## config.mk

```make
export PLATFORM = sky130hd
export DESIGN_NAME = fifo_fwft_sclk_flat
export DESIGN_NICKNAME = d
export VERILOG_FILES = /design/src/rtl/fifo_fwft_sclk_if.sv /design/src/rtl/fifo_fwft_sclk.sv /design/src/flat_wrapper.sv
export SDC_FILE = /design/constraint.sdc
export NUM_CORES = 1
export LEC_CHECK = 0
export ABC_CLOCK_PERIOD_IN_PS = 12100
export CAP_MARGIN = 40
export CORE_MARGIN = 2
export CORE_UTILIZATION = 33
export CTS_CLUSTER_SIZE = 25
export DETAILED_ROUTE_END_ITERATION = 6
export HOLD_SLACK_MARGIN = 0.08
export PLACE_DENSITY = 0.49
export SYNTH_ARGS = -nofsm -noshare
export SYNTH_HDL_FRONTEND = slang
export SYNTH_SLANG_ARGS = --single-unit
```

## constraint.sdc

```tcl
create_clock -name clk -period 12.1 [get_ports clk]
set_input_delay 1.815 -clock clk [delete_from_list [all_inputs] [get_ports clk]]
set_output_delay 1.815 -clock clk [all_outputs]
set_load 0.1 [all_outputs]
```

## src/rtl/fifo_fwft_sclk_if.sv

```systemverilog
// Producer/consumer handshake bundle for the first-word-fall-through FIFO.
interface fifo_fwft_sclk_if #(
    parameter int DEPTH_WIDTH = 4,
    parameter int DATA_WIDTH  = 32
);
    logic                  wr_en;
    logic [DATA_WIDTH-1:0] din;
    logic                  full;
    logic                  rd_en;
    logic [DATA_WIDTH-1:0] dout;
    logic                  empty;
    logic [DEPTH_WIDTH:0]  fill_count;
    logic                  overflow;
    logic                  underflow;

    modport master (
        output wr_en, din, rd_en,
        input  full, dout, empty, fill_count, overflow, underflow
    );

    modport slave (
        input  wr_en, din, rd_en,
        output full, dout, empty, fill_count, overflow, underflow
    );
endinterface

```

## src/rtl/fifo_fwft_sclk.sv

```systemverilog
// Single-clock FWFT FIFO: RAM with registered read feeds dout directly, head prefetched.
// Latency: first word into an idle FIFO visible two edges after its write; pops reload same edge.
// Backpressure: writes while full are dropped (overflow pulse); pops while empty ignored (underflow pulse).
module fifo_fwft_sclk #(
    parameter int DEPTH_WIDTH = 4,
    parameter int DATA_WIDTH  = 32
) (
    input  logic             clk,
    input  logic             rst_n,
    fifo_fwft_sclk_if.slave  bus
);
    localparam logic [DEPTH_WIDTH:0] CAPACITY = (DEPTH_WIDTH+1)'(1) << DEPTH_WIDTH;
    localparam int unsigned          DEPTH    = 1 << DEPTH_WIDTH;

    typedef enum logic [1:0] {
        HEAD_NONE,
        HEAD_FETCH,
        HEAD_VALID
    } head_state_t;

    logic [DATA_WIDTH-1:0]  mem [DEPTH];
    logic [DEPTH_WIDTH-1:0] wr_ptr;
    logic [DEPTH_WIDTH-1:0] rd_ptr;
    logic [DEPTH_WIDTH-1:0] rd_addr;
    logic [DEPTH_WIDTH:0]   count;
    logic [DATA_WIDTH-1:0]  ram_q;
    logic                   ovf_q;
    logic                   unf_q;
    head_state_t            head_state;
    head_state_t            nxt_state;
    logic                   load_en;
    logic                   full;
    logic                   head_vld;
    logic                   wr_acc;
    logic                   pop;

    assign full     = (count == CAPACITY);
    assign head_vld = (head_state == HEAD_VALID);
    assign wr_acc   = bus.wr_en & ~full;
    assign pop      = bus.rd_en & head_vld;

    // Look ahead past the word being popped so back-to-back pops never bubble.
    assign rd_addr  = rd_ptr + DEPTH_WIDTH'(pop);

    always_comb begin
        nxt_state = head_state;
        load_en   = 1'b0;
        unique case (head_state)
            HEAD_NONE: begin
                if (count != '0) begin
                    nxt_state = HEAD_FETCH;
                    load_en   = 1'b1;
                end
            end
            HEAD_FETCH: begin
                nxt_state = HEAD_VALID;
            end
            HEAD_VALID: begin
                // A word written this same edge counts as a successor via the RAM bypass.
                if (pop) begin
                    if ((count > (DEPTH_WIDTH+1)'(1)) || wr_acc) begin
                        load_en = 1'b1;
                    end else begin
                        nxt_state = HEAD_NONE;
                    end
                end
            end
            default: begin
                nxt_state = HEAD_NONE;
            end
        endcase
    end

    always_ff @(posedge clk) begin
        if (wr_acc) begin
            mem[wr_ptr] <= bus.din;
        end
    end

    always_ff @(posedge clk or negedge rst_n) begin
        if (!rst_n) begin
            wr_ptr     <= '0;
            rd_ptr     <= '0;
            count      <= '0;
            head_state <= HEAD_NONE;
            ram_q      <= '0;
            ovf_q      <= 1'b0;
            unf_q      <= 1'b0;
        end else begin
            head_state <= nxt_state;
            if (wr_acc) begin
                wr_ptr <= wr_ptr + DEPTH_WIDTH'(1);
            end
            if (pop) begin
                rd_ptr <= rd_addr;
            end
            unique case ({wr_acc, pop})
                2'b10:   count <= count + (DEPTH_WIDTH+1)'(1);
                2'b01:   count <= count - (DEPTH_WIDTH+1)'(1);
                default: count <= count;
            endcase
            if (load_en) begin
                ram_q <= (wr_acc && (wr_ptr == rd_addr)) ? bus.din : mem[rd_addr];
            end
            ovf_q <= bus.wr_en & full;
            unf_q <= bus.rd_en & ~head_vld;
        end
    end

    assign bus.full       = full;
    assign bus.dout       = ram_q;
    assign bus.empty      = ~head_vld;
    assign bus.fill_count = count;
    assign bus.overflow   = ovf_q;
    assign bus.underflow  = unf_q;
endmodule
```

## src/flat_wrapper.sv

```systemverilog
// flat-port wrapper written by rule: the top's interface ports become plain ports
module fifo_fwft_sclk_flat 
#(
    parameter int DEPTH_WIDTH = 4,
    parameter int DATA_WIDTH  = 32
)
  (clk, rst_n, bus_wr_en, bus_din, bus_rd_en, bus_full, bus_dout, bus_empty, bus_fill_count, bus_overflow, bus_underflow);
  fifo_fwft_sclk_if #(.DEPTH_WIDTH(DEPTH_WIDTH), .DATA_WIDTH(DATA_WIDTH)) bus_i ();
  input  logic clk;
  input  logic rst_n;
  input wire logic [$bits(bus_i.wr_en)-1:0] bus_wr_en;
  input wire logic [$bits(bus_i.din)-1:0] bus_din;
  input wire logic [$bits(bus_i.rd_en)-1:0] bus_rd_en;
  output wire logic [$bits(bus_i.full)-1:0] bus_full;
  output wire logic [$bits(bus_i.dout)-1:0] bus_dout;
  output wire logic [$bits(bus_i.empty)-1:0] bus_empty;
  output wire logic [$bits(bus_i.fill_count)-1:0] bus_fill_count;
  output wire logic [$bits(bus_i.overflow)-1:0] bus_overflow;
  output wire logic [$bits(bus_i.underflow)-1:0] bus_underflow;
  assign bus_i.wr_en = bus_wr_en;
  assign bus_i.din = bus_din;
  assign bus_i.rd_en = bus_rd_en;
  assign bus_full = bus_i.full;
  assign bus_dout = bus_i.dout;
  assign bus_empty = bus_i.empty;
  assign bus_fill_count = bus_i.fill_count;
  assign bus_overflow = bus_i.overflow;
  assign bus_underflow = bus_i.underflow;
  fifo_fwft_sclk #(.DEPTH_WIDTH(DEPTH_WIDTH), .DATA_WIDTH(DATA_WIDTH)) u_core (.clk(clk), .rst_n(rst_n), .bus(bus_i));
endmodule
```

* Word-level counts from Yosys, hierarchy flattened
Memory sizes are Yosys's and may differ from the RTL's. A register that Yosys moved wholly into a read port is not among the register bits.
Cells that the tools add are included.
W data, S select, Z words.
** Storage, ports and cells
- Register bits :: 17
- Logic and storage cells :: 43
- RAM bits :: 512
- Output and inout bits :: 41
- Memories kept :: 1
** Memory list
- u_core.mem :: words 16, bits a word 32, rd ports 1, clocked after Yosys merged registers in 1, wr ports 1, RTL line fifo_fwft_sclk.sv:21 : logic [DATA_WIDTH-1:0] mem [DEPTH];
** Cells by class
- Equal/unequal tests :: 8
- Muxes and demuxes :: 11
- Reduce and logical (&&, ||, !) cells :: 6
- $lt $le $gt $ge :: 1
- Add/sub/neg operators :: 4
- Bitwise operators :: 6
** Operators by type and width (count)
- $pmux W5 S2 :: 1
- $mux W2 :: 3
- $pmux W2 S3 :: 1
- $add A5 B1 Y5 const B :: 1
- $eq A5 B5 Y1 const B :: 1
- $gt A5 B1 Y1 const B :: 1
- $mux W1 :: 5
- $reduce_bool A5 Y1 :: 1
- $sub A5 B1 Y5 const B :: 1
- $add A4 B1 Y4 :: 1
- $add A4 B1 Y4 const B :: 1
- $and A1 B1 Y1 :: 4
- $eq A2 B1 Y1 const B :: 2
- $eq A2 B2 Y1 const B :: 2
- $ne A2 B2 Y1 const B :: 2
- $reduce_and A3 Y1 :: 1
- $logic_not A2 Y1 :: 1
- $ne A2 B1 Y1 const B :: 1
- $not A1 Y1 :: 2
- $pmux W1 S2 :: 1
- $reduce_bool A2 Y1 :: 1
- $logic_not A1 Y1 :: 1
- $logic_or A1 B1 Y1 :: 1

* Logic depth before layout (Yosys ltp)
- Depth after elaboration :: 7
- Gate-level depth with buffers :: 13
- Mapped depth without buffers :: 10

* Worst setup path before layout
Ideal clock, no wire load.
- Path type :: flip-flop to flip-flop
- Start :: register u_core.count[0] (netlist: u_core.bus.fill_count[0])
- End :: memory u_core.mem[2][0], enable pin
- Stages on the path, launching flop included :: 8
- Period minus slack after synthesis :: 5.835 ns
- Arrival :: 5.333 ns
- Slack :: 6.265 ns
- Cells stage by stage :: dfrtp_1 -> inv_1 -> ha_1 -> and4bb_2 -> nor2b_1 -> buf_2 -> inv_2 -> nor4_1
** On the way
- Word-level cells in the longest chain between the ends :: 5
** Ends and longest elaborated chain
- start: declaration :: RTL line fifo_fwft_sclk.sv:25 : logic [DEPTH_WIDTH:0] count;
- start signal: assignment :: RTL line fifo_fwft_sclk.sv:98 : 2'b10: count <= count + (DEPTH_WIDTH+1)'(1);
- start signal: assignment :: RTL line fifo_fwft_sclk.sv:99 : 2'b01: count <= count - (DEPTH_WIDTH+1)'(1);
- start signal: assignment :: RTL line fifo_fwft_sclk.sv:100 : default: count <= count;
- $eq A5 B5 Y1 :: RTL line fifo_fwft_sclk.sv:37 : assign full = (count == CAPACITY);
- via bus_full :: RTL line flat_wrapper.sv:14 : output wire logic [$bits(bus_i.full)-1:0] bus_full;
- $not A1 Y1 :: RTL line fifo_fwft_sclk.sv:39 : assign wr_acc = bus.wr_en & ~full;
- $and A1 B1 Y1 :: RTL line fifo_fwft_sclk.sv:39
- $mux W1 :: RTL line fifo_fwft_sclk.sv:75 : if (wr_acc) begin
- $mux W1 (not written as such) :: RTL line fifo_fwft_sclk.sv:76 : mem[wr_ptr] <= bus.din;
- end: declaration :: RTL line fifo_fwft_sclk.sv:21
The timed path passes the listed nets, and every way through them passes these cells.

* Worst setup path in the final report
- Start :: input bus_rd_en
- End :: register u_core.ram_q[14] (netlist: u_core.bus.dout[14]), read port of u_core.mem
** RTL lines
- start: declaration :: RTL line flat_wrapper.sv:13 : input wire logic [$bits(bus_i.rd_en)-1:0] bus_rd_en;
- $and A1 B1 Y1 :: RTL line fifo_fwft_sclk.sv:40 : assign pop = bus.rd_en & head_vld;
- via u_core.pop :: RTL line fifo_fwft_sclk.sv:35 : logic pop;
- $add A4 B1 Y4 :: RTL line fifo_fwft_sclk.sv:43 : assign rd_addr = rd_ptr + DEPTH_WIDTH'(pop);
- via u_core.rd_addr[0] :: RTL line fifo_fwft_sclk.sv:24 : logic [DEPTH_WIDTH-1:0] rd_addr;
- end: declaration :: RTL line fifo_fwft_sclk.sv:26 : logic [DATA_WIDTH-1:0] ram_q;
The timed path passes the listed nets, and every way through them passes these cells.
A chain may end at the register's enable or synchronous reset.

==> impl_metrics.yaml <==
floorplan:
  initial_core_util: 0.334
  core.rowCount: 94
  die_area_um2: 68900
  die_h_um: 263
  die_x_um: 263
  num_io_pins: 77
  core_um2: 66000
setup_path:
  path_buf_inv: 5
  path_delay_family: "buffers and inverters"
  critPathKind: "in -> reg"
  worst_r2r_path_depth: 12
  path_common_cell: "buf_4"
  worstPathRequired_ns: 12.55
  reg2reg_to: "u_core.bus.dout[14]"
  critPathMaxStageDelay_ns: 0.66
  start_kind: "input port"
  arrival_ns: 5.64
  reg2reg_slack_ns: 8.05
  crit_path_max_fanout: 39
  crit_chain: "clkdlybuf4s50_1 > nand2_1 > inv_1 > ha_4 > buf_4 > buf_4 > buf_16 > mux4_2 > nor2b_1 > a211oi_1 > a211o_1 > a31oi_1"
  end_kind: "register"
  r2r_start: "u_core.head_state[1]"
  slowest_stage: "buf_4"
power_and_ir_drop:
  comb_power_share: 0.416
  pwr-share-seq: 0.338
  p_total_mw: 7.40
  p_int_mw: 4.85
  powerDensity_nw_per_um2: 277
  leakage_nw: 8.80
  p_switching_mw: 2.56
  vdd_drop_max_uv: 146
  switching_share: 0.345
  p_clk_frac: 0.247
status:
  status: "complete, no violations"
clock_network:
  cts_setup_buffers: 0
  cts_resized: 0
  cts_hold_buf: 0
  cts_max_level: 2
  clkSinkCount: 561
  clk_pin_slew_worst_paths_ns: 0.06
  insertion_delay_ns: 0.62
  cts_tree: "yes"
  cts-root-buf: "clkbuf_16"
  clock_path_buffers: 3
  cts_buffers: 60
yosys:
  synth.ff_latch_count: 561
  syn_inst: 1070
  ys_types: 43
  syn_nets: 1117
  yosysTopAreaCell: "edfxtp_1"
  synth_area_leaders: "edfxtp_1 70%, mux4_2 13%, dfrtp_1 5.6%, mux2i_1 1.5%, a211o_1 1.3%"
  synth_warnings: 0
  syn_area_um2: 22100
  seq_area_frac_synth: 0.753
  syn_area_per_cell_um2: 20.6
  synth_top_cell_area_share: 0.697
global_route:
  grtUsageMet2: 0.253
  grt_overflow: 0
  grt_pass1_vias: 11300
  busiest_layer: "met2"
  grt_max_degree: 58
  gr-usage-met3: 0.0224
  grt_pass1_wl_um: 76800
  gr-usage-all-layers: 0.152
  antenna_found_initial: 1
  use_met1: 0.209
route:
  first_pass_iters: 5
  wl_um: 52000
  routedWlPerCell_um: 24.3
  vias: 10700
  dr.first_iter.drc_count: 848
  remaining_drc_errors: 0
  antenna_left: 0
  vias_per_cell: 5.01
timing:
  slew_headroom: 0.412
  tightest_slew_ns: 0.882
  period_needed_ns: 5.19
  min_period_over_period: 0.429
  slew_viol_final: 0
  grt_setup_unrepaired: "no"
  fmaxAchievable_mhz: 193
  fin_worst_skew_ns: 0.0232
  fin_tns_setup_ns: 0
  hold_viol: 0
  setup_viol: 0
worst_hold_path:
  worstHoldEndpoint: "u_core.head_state[0]"
  whs_path_depth: 1
  min_path_type: "reg -> reg"
  min_from: "u_core.head_state[1]"
finish:
  drive_above_1_share: 0.254
  layout_commonest_cell: "edfxtp_1"
  area_growth_pct: 21.1
  diodes: 0
  final_cell_mix: "512 x edfxtp_1, 126 x mux4_2, 75 x clkdlybuf4s50_1, 62 x clkbuf_16, 49 x dfrtp_1"
  nets: 1274
run:
  max_cap_violations: 0
place:
  port_buffers: 76
  hpwl_um: 26600
  gp_congestion: 0.667
worst reg2reg max path, delay by kind of cell (launching register included):
family / cells / cell delay [ns]
buffers and inverters: 4 / 1.44
multiplexers: 1 / 0.57
adder cells (fa/ha/maj): 1 / 0.54
AO/OA/AOI/OAI: 3 / 0.47
AND/OR/NAND/NOR: 3 / 0.47
flip-flops: 1 / 0.39
layout make-up:
| cell class | instances | area, um2 |
|---|---|---|
| Timing Repair Buffer | 157 | 1850 |
| Clock inverter | 34 | 320 |
| Tap cell | 864 | 1080 |
| Clock buffer | 79 | 1660 |
| Multi-Input combinational cell | 435 | 5150 |
| Sequential cell | 561 | 16600 |
| Inverter | 12 | 45.0 |
| Fill cell | 5798 | 39300 |
kinds of logic after synthesis:
family / after synthesis / synth area share
muxes: 164 / 0.148
DFF: 561 / 0.753
AOI/OAI and AO/OA: 104 / 0.0350
adders and majority gates: 11 / 0.00624
xor gates and xnor gates: 16 / 0.00771
and+or+nand+nor: 140 / 0.0307
buffers and inverters: 74 / 0.0202
power groups by stage:
stage / Clock [mW] / Sequential, mW / Combinational, mW
final: 1.83 / 2.50 / 3.08
after global routing: 1.95 / 2.52 / 3.30
after CTS: 1.87 / 2.51 / 3.15
after detailed placement: 0 / 2.54 / 3.14
after global placement: 0 / 2.54 / 2.83
after floorplan: 0 / 2.95 / 1.77
worst max path at each step:
stage                                         from                  end  slack (ns)  depth (start not counted)
final                                    bus_rd_en  u_core.bus.dout[14]        6.91                         12
after global routing                     bus_rd_en  u_core.bus.dout[12]        6.55                         12
after CTS                                bus_rd_en  u_core.bus.dout[12]        6.80                         12
after detailed placement                 bus_rd_en  u_core.bus.dout[12]        6.14                         12
after global placement                   bus_rd_en  u_core.bus.dout[12]        5.88                         11
after floorplan           u_core.bus.fill_count[0]     u_core.mem[2][0]        6.27                          7
synthesized netlist by cell type, drive strengths merged:
cell / number
a211oi: 32
mux2i: 33
a21oi: 3
nand2: 38
and4bb: 1
ha: 11
o21bai: 1
edfxtp: 512
and2: 6
xnor2: 8
nand3: 4
nor4: 4
xor3: 1
buf: 42
nand4b: 1
clkbuf: 20
and4: 1
a211o: 32
nor2: 44
a311oi: 1
nor3b: 1
nand4: 1
and2b: 4
nor2b: 30
o211a: 1
a31oi: 32
mux4: 128
o21ai: 2
dfrtp: 49
mux2: 3
nor3: 5
xor2: 7
inv: 12
per-stage QoR:
step            util  instances  worst slack (ns)  hold WS (ns)  area, um2
2_1_floorplan      -       1070              6.27         0.436      22100
3_3_place_gp   0.362       1983              5.88         0.475      23900
3_5_place_dp   0.375       2029              6.14         0.475      24700
4_1_cts        0.405       2142              6.80         0.483      26700
5_1_grt        0.405       2142              6.55         0.522      26700
6_report       0.405       2142              6.91         0.479      26700
state kept, by name, indices dropped and copies added (netlist names):
name                   cells
u_core.rd_ptr              4
u_core.bus.fill_count      5
u_core.mem               512
u_core.bus.dout           32
u_core.wr_ptr              4
u_core.bus.overflow        1
u_core.head_state          2
u_core.bus.underflow       1
layer usage:
layer	vias to the layer above	routed length, um
met5	-	0
met4	0	934
met3	70	1990
met2	229	25700
met1	5714	23400
li1	4720	-
Note: power is estimated with default switching activity, not from simulation.
